File: src/rtl/ofs_fim_eth_if_pkg.sv
// Shared Ethernet/PTP interface types for the FIM HSSI path.
// Provides the 96-bit PTP Time-of-Day layout, the nanosecond rollover
// modulus and the TOD generator FSM state type.
package ofs_fim_eth_if_pkg;

  localparam int unsigned PTP_TOD_W = 96;
  localparam logic [31:0] PTP_NS_PER_SEC = 32'd1_000_000_000;

  // Field order matches the on-wire TOD: [95:48] sec, [47:16] ns, [15:0] fns.
  typedef struct packed {
    logic [47:0] sec;
    logic [31:0] ns;
    logic [15:0] fns;
  } t_ptp_tod;

  typedef enum logic [1:0] {
    StUnsync  = 2'd0,
    StRun     = 2'd1,
    StAdjPend = 2'd2
  } t_tod_state;

endpackage

File: src/rtl/ofs_fim_ptp_tod_add.sv
// Combinational next-TOD calculator.
// Adds the per-clock increment to {ns,fns}, optionally adds a signed ns offset,
// then normalizes the ns field once into [0, NS_PER_SEC) with carry/borrow into
// the seconds field (seconds wrap modulo 2^48).
// Ports:
//   i_tod      current TOD
//   i_inc_ns   increment, integer ns
//   i_inc_fns  increment, fractional ns
//   i_adj_en   apply the offset this cycle
//   i_adj_neg  offset sign (1 = subtract)
//   i_adj_ns   offset magnitude in ns
//   o_tod      normalized next TOD
module ofs_fim_ptp_tod_add
  import ofs_fim_eth_if_pkg::*;
#(
  parameter logic [31:0] NS_PER_SEC = PTP_NS_PER_SEC
) (
  input  t_ptp_tod    i_tod,
  input  logic [3:0]  i_inc_ns,
  input  logic [15:0] i_inc_fns,
  input  logic        i_adj_en,
  input  logic        i_adj_neg,
  input  logic [31:0] i_adj_ns,
  output t_ptp_tod    o_tod
);

  logic [51:0]        w_sum;
  logic [35:0]        w_ns_sum;
  logic signed [37:0] w_off;
  logic signed [37:0] w_ns_tot;
  logic signed [37:0] w_mod;
  logic [31:0]        w_ns_lo;

  assign w_mod = $signed({6'd0, NS_PER_SEC});

  always_comb begin
    // 48-bit {ns,fns} sum with a 4-bit guard so the ns carry is never lost.
    w_sum    = {4'd0, i_tod.ns, i_tod.fns} + {32'd0, i_inc_ns, i_inc_fns};
    w_ns_sum = w_sum[51:16];
    w_off    = '0;
    if (i_adj_en) begin
      w_off = i_adj_neg ? -$signed({6'd0, i_adj_ns}) : $signed({6'd0, i_adj_ns});
    end
    w_ns_tot = $signed({2'b00, w_ns_sum}) + w_off;
    w_ns_lo  = w_ns_tot[31:0];

    o_tod.fns = w_sum[15:0];
    o_tod.sec = i_tod.sec;
    o_tod.ns  = w_ns_lo;
    // Normalized results always fit in 32 bits, so 32-bit wrap arithmetic is exact.
    if (w_ns_tot[37]) begin
      o_tod.ns  = w_ns_lo + NS_PER_SEC;
      o_tod.sec = i_tod.sec - 48'd1;
    end else if (w_ns_tot >= w_mod) begin
      o_tod.ns  = w_ns_lo - NS_PER_SEC;
      o_tod.sec = i_tod.sec + 48'd1;
    end
  end

endmodule

File: src/rtl/ofs_fim_hssi_ptp_tod_gen.sv
// Client-side PTP Time-of-Day generator for the HSSI TX/RX TOD interfaces.
// Holds a free-running 96-bit TOD that can be loaded, slewed by a signed ns
// offset (two-stage: register, then apply on the next tick) and retuned via
// the per-clock increment.
// Ports:
//   clk, rst                    MAC clock, async active-high reset
//   period_wr/ns/fns            strobe + new per-clock increment
//   load_valid/ready, load_tod  absolute TOD set handshake (ready always 1)
//   adj_valid/ready/neg/ns      offset adjust handshake
//   adj_err                     one-cycle pulse on a rejected adjust
//   tod_synced                  set by the first accepted load
//   tx_/rx_tod_tvalid/tdata     TOD outputs (tdata = TOD register)
module ofs_fim_hssi_ptp_tod_gen
  import ofs_fim_eth_if_pkg::*;
#(
  parameter logic [3:0]  DEFAULT_INC_NS  = 4'd2,
  parameter logic [15:0] DEFAULT_INC_FNS = 16'h7B42,
  parameter logic [31:0] NS_PER_SEC      = PTP_NS_PER_SEC
) (
  input  logic                 clk,
  input  logic                 rst,
  input  logic                 period_wr,
  input  logic [3:0]           period_ns,
  input  logic [15:0]          period_fns,
  input  logic                 load_valid,
  output logic                 load_ready,
  input  logic [PTP_TOD_W-1:0] load_tod,
  input  logic                 adj_valid,
  output logic                 adj_ready,
  input  logic                 adj_neg,
  input  logic [31:0]          adj_ns,
  output logic                 adj_err,
  output logic                 tod_synced,
  output logic                 tx_tod_tvalid,
  output logic [PTP_TOD_W-1:0] tx_tod_tdata,
  output logic                 rx_tod_tvalid,
  output logic [PTP_TOD_W-1:0] rx_tod_tdata
);

  t_tod_state  r_state;
  t_tod_state  w_state_nxt;
  t_ptp_tod    r_tod;
  t_ptp_tod    w_tod_tick;
  logic [3:0]  r_inc_ns;
  logic [15:0] r_inc_fns;
  logic        r_synced;
  logic        r_adj_err;
  logic        r_adj_neg;
  logic [31:0] r_adj_ns;
  logic        w_adj_ready;
  logic        w_adj_fire;
  logic        w_adj_bad;
  logic        w_adj_good;

  always_comb begin
    // A concurrent load takes priority, so the adjust must not be consumed.
    w_adj_ready = (r_state == StRun) && !load_valid;
    w_adj_fire  = adj_valid && w_adj_ready;
    w_adj_bad   = w_adj_fire && (adj_ns >= NS_PER_SEC);
    w_adj_good  = w_adj_fire && !w_adj_bad;

    w_state_nxt = r_state;
    if (load_valid) begin
      w_state_nxt = StRun;
    end else begin
      unique case (r_state)
        StUnsync:  w_state_nxt = StUnsync;
        StRun:     if (w_adj_good) w_state_nxt = StAdjPend;
        StAdjPend: w_state_nxt = StRun;
        default:   w_state_nxt = StUnsync;
      endcase
    end
  end

  ofs_fim_ptp_tod_add #(
    .NS_PER_SEC (NS_PER_SEC)
  ) u_tod_add (
    .i_tod     (r_tod),
    .i_inc_ns  (r_inc_ns),
    .i_inc_fns (r_inc_fns),
    .i_adj_en  (r_state == StAdjPend),
    .i_adj_neg (r_adj_neg),
    .i_adj_ns  (r_adj_ns),
    .o_tod     (w_tod_tick)
  );

  always_ff @(posedge clk or posedge rst) begin
    if (rst) begin
      r_state   <= StUnsync;
      r_tod     <= '0;
      r_inc_ns  <= DEFAULT_INC_NS;
      r_inc_fns <= DEFAULT_INC_FNS;
      r_synced  <= 1'b0;
      r_adj_err <= 1'b0;
      r_adj_neg <= 1'b0;
      r_adj_ns  <= '0;
    end else begin
      r_state   <= w_state_nxt;
      r_tod     <= load_valid ? t_ptp_tod'(load_tod) : w_tod_tick;
      r_synced  <= r_synced | load_valid;
      r_adj_err <= w_adj_bad;
      if (period_wr) begin
        r_inc_ns  <= period_ns;
        r_inc_fns <= period_fns;
      end
      if (w_adj_good) begin
        r_adj_neg <= adj_neg;
        r_adj_ns  <= adj_ns;
      end
    end
  end

  assign load_ready    = 1'b1;
  assign adj_ready     = w_adj_ready;
  assign adj_err       = r_adj_err;
  assign tod_synced    = r_synced;
  assign tx_tod_tvalid = r_synced;
  assign rx_tod_tvalid = r_synced;
  assign tx_tod_tdata  = r_tod;
  assign rx_tod_tdata  = r_tod;

endmodule
File: config.mk
export PLATFORM = sky130hd
export DESIGN_NAME = ofs_fim_hssi_ptp_tod_gen
export DESIGN_NICKNAME = d
export VERILOG_FILES = /design/src/rtl/ofs_fim_eth_if_pkg.sv /design/src/rtl/ofs_fim_ptp_tod_add.sv /design/src/rtl/ofs_fim_hssi_ptp_tod_gen.sv
export SDC_FILE = /design/constraint.sdc
export NUM_CORES = 1
export LEC_CHECK = 0
export ABC_AREA = 1
export CORE_ASPECT_RATIO = 1.1
export CORE_MARGIN = 2
export CORE_UTILIZATION = 35
export DETAILED_ROUTE_END_ITERATION = 7
export GPL_TIMING_DRIVEN = 1
export PLACE_DENSITY = 0.58
export SYNTH_ARGS = -nofsm -noshare
export SYNTH_HDL_FRONTEND = slang
export SYNTH_HIERARCHICAL = 1
export SYNTH_SLANG_ARGS = --single-unit
export TNS_END_PERCENT = 50
File: constraint.sdc
create_clock -name clk -period 11.5 [get_ports clk]
set_input_delay 2.3 -clock clk [delete_from_list [all_inputs] [get_ports clk]]
set_output_delay 2.3 -clock clk [all_outputs]
set_load 0.03 [all_outputs]
# Yosys cells after proc, flatten, opt, wreduce, memory -nomap -nowiden
# Index checks and enable logic that the tools add are counted.
# word_totals
register_bits,153
latch_bits,0
ram_bits,0
mem_bits_ro,0
inputBits,154
out_inout_bits,198
elab_cells,38
mem_count,0
# op_classes
add_sub_neg,7
multipliers,0
div,0
n_lt_le_gt_ge,2
eq_ne,3
n_shift,0
muxes,8
bitwise_logic,1
reduce_logical,7
# ops
operator,n
two-way mux 80 bit,2
two-way mux 96 bit,1
two-way mux 38 bit,2
adder 48 x 20 -> 49 bit,1
"adder 48 x 1 -> 48 bit, second input constant",1
"subtractor 48 x 1 -> 48 bit, second input constant",1
adder 37 x 38 -> 38 bit,1
">= comparator 38 x 31 -> 1 bit, second input constant",1
negation 32 -> 38 bit,1
"adder 32 x 30 -> 32 bit, second input constant",1
">= comparator 32 x 30 -> 1 bit, second input constant",1
"subtractor 32 x 30 -> 32 bit, second input constant",1
logical AND 1 bit,4
two-way mux 2 bit,2
case mux 2 bit (2 select lines),1
"inequality test 3 bit, second input constant",1
nonzero test 3 bit,1
"== test 2 x 1 -> 1 bit, second input constant",1
"== test 2 bit, second input constant",1
zero test 1 bit,2
bitwise OR 1 bit,1

# Longest topological paths before layout
# depth
word_depth,9
mapped_depth,38
mapped_depth_nobuf,38

# By module
# The synthesis kept the hierarchy.
# modules_own_cells
module,instances,cells_each,area_each_um2,seq_area_each_um2
ofs_fim_ptp_tod_add,1,1951,9579.2,0.0
ofs_fim_hssi_ptp_tod_gen,1,751,6762.7,3839.9

# Worst setup path before layout
# Ideal clock, no wire load.
# synth_timing
path_type,input to output
start,input port load_valid
end,output port adj_ready
arrival_time_ps,3287
t_required_ps,9200
setup_slack_ps,5913
cell_stages,3
cell_sequence,buf_6 > buf_2 > nor3_1
# synth_between
elab_chain_cells,2
# synth_rtl
item,line_no,rtl
start: declaration,ofs_fim_hssi_ptp_tod_gen.sv:25,"input logic load_valid,"
zero test 1 bit,ofs_fim_hssi_ptp_tod_gen.sv:57,w_adj_ready = (r_state == StRun) && !load_valid;
logical AND 1 bit,ofs_fim_hssi_ptp_tod_gen.sv:57,
end: declaration,ofs_fim_hssi_ptp_tod_gen.sv:29,"output logic adj_ready,"
# No other way between the ends.

==> flow_metrics.tcl <==
set metrics [dict create \
    avgSynthCellArea_um2 6.05 \
    core_area_um2 46400 \
    worst_pin_slew_ps 1260 \
    finalWirelength_mm 63.7 \
    p_leak_uw 0.00973 \
    yosys_warnings 6 \
    clock_latency_ps 490 \
    cts-resized-gates 0 \
    antenna_left 0 \
    grt_max_degree 87 \
    ios 352 \
    async_flop_share_pct 100 \
    synth_common_cells "nand2_1 (973), inv_1 (303), nor2_1 (248), nand3_1 (169), dfrtp_1 (144)" \
    drv_cap 0 \
    worstHoldPathType "register to register" \
    via_count 18100 \
    first_pass_iters 8 \
    crit_path_top_delay_cell "nand3_4" \
    syn2layout_area_growth_pct 23.3 \
    synth_nets 2916 \
    critPathRequiredTime_ps 11920 \
    dpl.hpwl_mm 51.0 \
    cts_hold_buf 0 \
    startpoint "rx_tod_tdata[2]" \
    slowest_delay_ps 760 \
    max-vdd-ir-drop_v 0.0000911 \
    clkSinkCount 153 \
    die_x_um 210 \
    skew_ps 9.57 \
    crit_fanout 72 \
    antenna_found_initial 3 \
    p_per_area_nw_per_um2 158 \
    fin_nets 3124 \
    first_global_vias 17500 \
    yosysUniqueCellTypes 54 \
    r2r_slack_ps 4350 \
    criticalPathCategory "register to register" \
    numCtsBuffers 17 \
    synth_seq_cells 153 \
    drive_gt1_share_pct 4.28 \
    grt_pass1_wl_mm 98.5 \
    track_usage_pct 26.2 \
    fin_crit_sh_pct 62.2 \
    maxSlewViolCount 0 \
    fin_crit_ps 7150 \
    rsz0062_at_grt "false" \
    clk_pin_slew_worst_paths_ps 70 \
    synth_edf_count 0 \
    portBuffers 350 \
    yosysTopAreaCellShare_pct 22.3 \
    start_util_pct 35.2 \
    fmax_mhz 140 \
    worstPathArrival_ps 7570 \
    critPathCaptureType "register" \
    clockRootBuffer "clkbuf_16" \
    routedWlPerCell_um 18.1 \
    std_cell_rows 83 \
    die_h_um 231 \
    synth_most_common_cell "nand2_1" \
    cts.path.max_buffers 2 \
    antenna_cells 0 \
    drc 0 \
    outcome "completed" \
    gp_congestion 0.912 \
    final.setup.tns_ps 0 \
    r2r-start "rx_tod_tdata[2]" \
    yosysTopAreaCell "nand2_1" \
    setup_viol 0 \
    drt_iter0_markers 1289 \
    max_slew_margin_pct 15.8 \
    path_common_cell "nand2_1" \
    cts_tree "yes" \
    fin_area_um2 20100 \
    syn_area_um2 16300 \
    start_kind "register" \
    place_area_um2 19500 \
    post-cts-setup-buffers 0 \
    grt_overflow_total 0 \
    die_area_um2 48400 \
    htree_levels 4 \
    synth_ff_type "dfrtp_1" \
    synth.area.top_cells "nand2_1 (22%), dfrtp_1 (22%), inv_1 (7.0%), nor2_1 (5.7%), nand3_1 (5.2%)" \
    p_total_uw 3170 \
    min_from "r_adj_ns[30]" \
    syn_inst 2702 \
    hold_viol 0 \
    vias_per_cell 5.15 \
    ys_seq_area_share_pct 23.5 \
]
## worst max-delay path: cells and delay by family (launching register included)
family,cells,cell delay (ps)
AO/OA/AOI/OAI,5,1420
XOR/XNOR,1,220
adder cells (fa/ha/maj),2,770
buffers and inverters,1,90
flip-flops,1,400
AND/OR/NAND/NOR,22,4090
## per-layer routing
| layer | global-route usage [%] | vias to the layer above | part of all wire (%) |
|---|---|---|---|
| met3 | 3.52 | 93 | 4.7 |
| met4 | 8.95 | 6 | 2.7 |
| met1 | 34.3 | 8495 | 45 |
| met2 | 44.5 | 561 | 48 |
| met5 | 0 | - | 0.058 |
| li1 | - | 8974 | - |
## final cells by class
type / count / area [µm²]
clock inverters: 11 / 138
fillers: 5005 / 26300
flip-flops and latches: 153 / 3840
clock buffers: 21 / 460
inverters: 311 / 1170
repair buffers: 357 / 3550
multi-input cells: 2070 / 10200
well taps: 595 / 744
## state kept, by name, indices dropped and copies added, names as in the netlist
register and cells:
rx_tod_tdata 96, r_adj_ns 32, r_inc_fns 16, r_inc_ns 4, r_state 2, adj_err 1
r_adj_neg 1, rx_tod_tvalid 1
## placed cells by master, fill, tap and decap left out, types with 3 or more instances in the layout
cell	Yosys	layout
nand2_1	973	973
nor3_1	72	72
clkinv_4	0	3
inv_2	7	7
clkinvlp_4	0	3
nor4_1	24	24
xnor2_1	34	34
dfrtp_1	144	144
nor3b_1	3	3
nand3b_1	3	3
nor4b_1	3	3
mux2_2	21	21
o21bai_1	9	9
inv_6	0	3
nor2_1	248	248
nor2_2	10	10
o21ai_0	102	102
a21oi_1	102	102
a31oi_1	6	6
nand2_2	13	13
nand3_2	11	11
or2_2	4	4
o21ai_1	3	3
o211ai_1	3	3
o22ai_1	5	5
inv_1	303	302
nand3_1	169	169
clkdlybuf4s50_1	0	349
xor2_1	71	71
clkbuf_16	0	17
dfstp_2	9	9
ha_1	58	58
nand4_1	89	89
buf_4	108	8
o31ai_1	3	3
and3_1	4	4
a21oi_2	3	3
## per-stage QoR
step | hold slack [ps] | utilization, % | setup WS [ps] | cells
final | 500 | 43.4 | 4350 | 3518
after detailed placement | 484 | 42.1 | 4420 | 3486
after CTS | 502 | 43.4 | 4390 | 3518
after floorplan | 459 | - | 5090 | 2702
after global placement | 484 | 42.1 | 4480 | 3486
after global routing | 528 | 43.4 | 3830 | 3518
## where the power goes
part,total (µW),internal (µW),switching (µW)
clock,601,334,267
sequential,817,642,175
combinational,1760,642,1110
## worst paths after layout
path                                    end  cells after the start
setup reg to reg           rx_tod_tdata[30]                     31
hold / removal                 r_adj_ns[30]                      2
max in group asynchronous  rx_tod_tdata[30]                      3
setup / recovery           rx_tod_tdata[30]                     31
hold reg to reg                r_adj_ns[30]                      2
min in group asynchronous  rx_tod_tdata[49]                      2
## logic make-up (layout without fill, tap and decap cells)
kind of cell / count (synthesis) / count (layout) / share of synthesized area (%)
and+or+nand+nor: 1636 / 1636 / 42.7
xor gates and xnor gates: 105 / 105 / 5.63
muxes: 21 / 21 / 1.45
buffers and inverters: 479 / 700 / 13.9
other: 1 / 1 / 0.0229
DFF: 153 / 153 / 23.5
AOI/OAI and AO/OA: 247 / 247 / 8.15
adders and majority gates: 60 / 60 / 4.69
(Power assumes the default switching activity.)
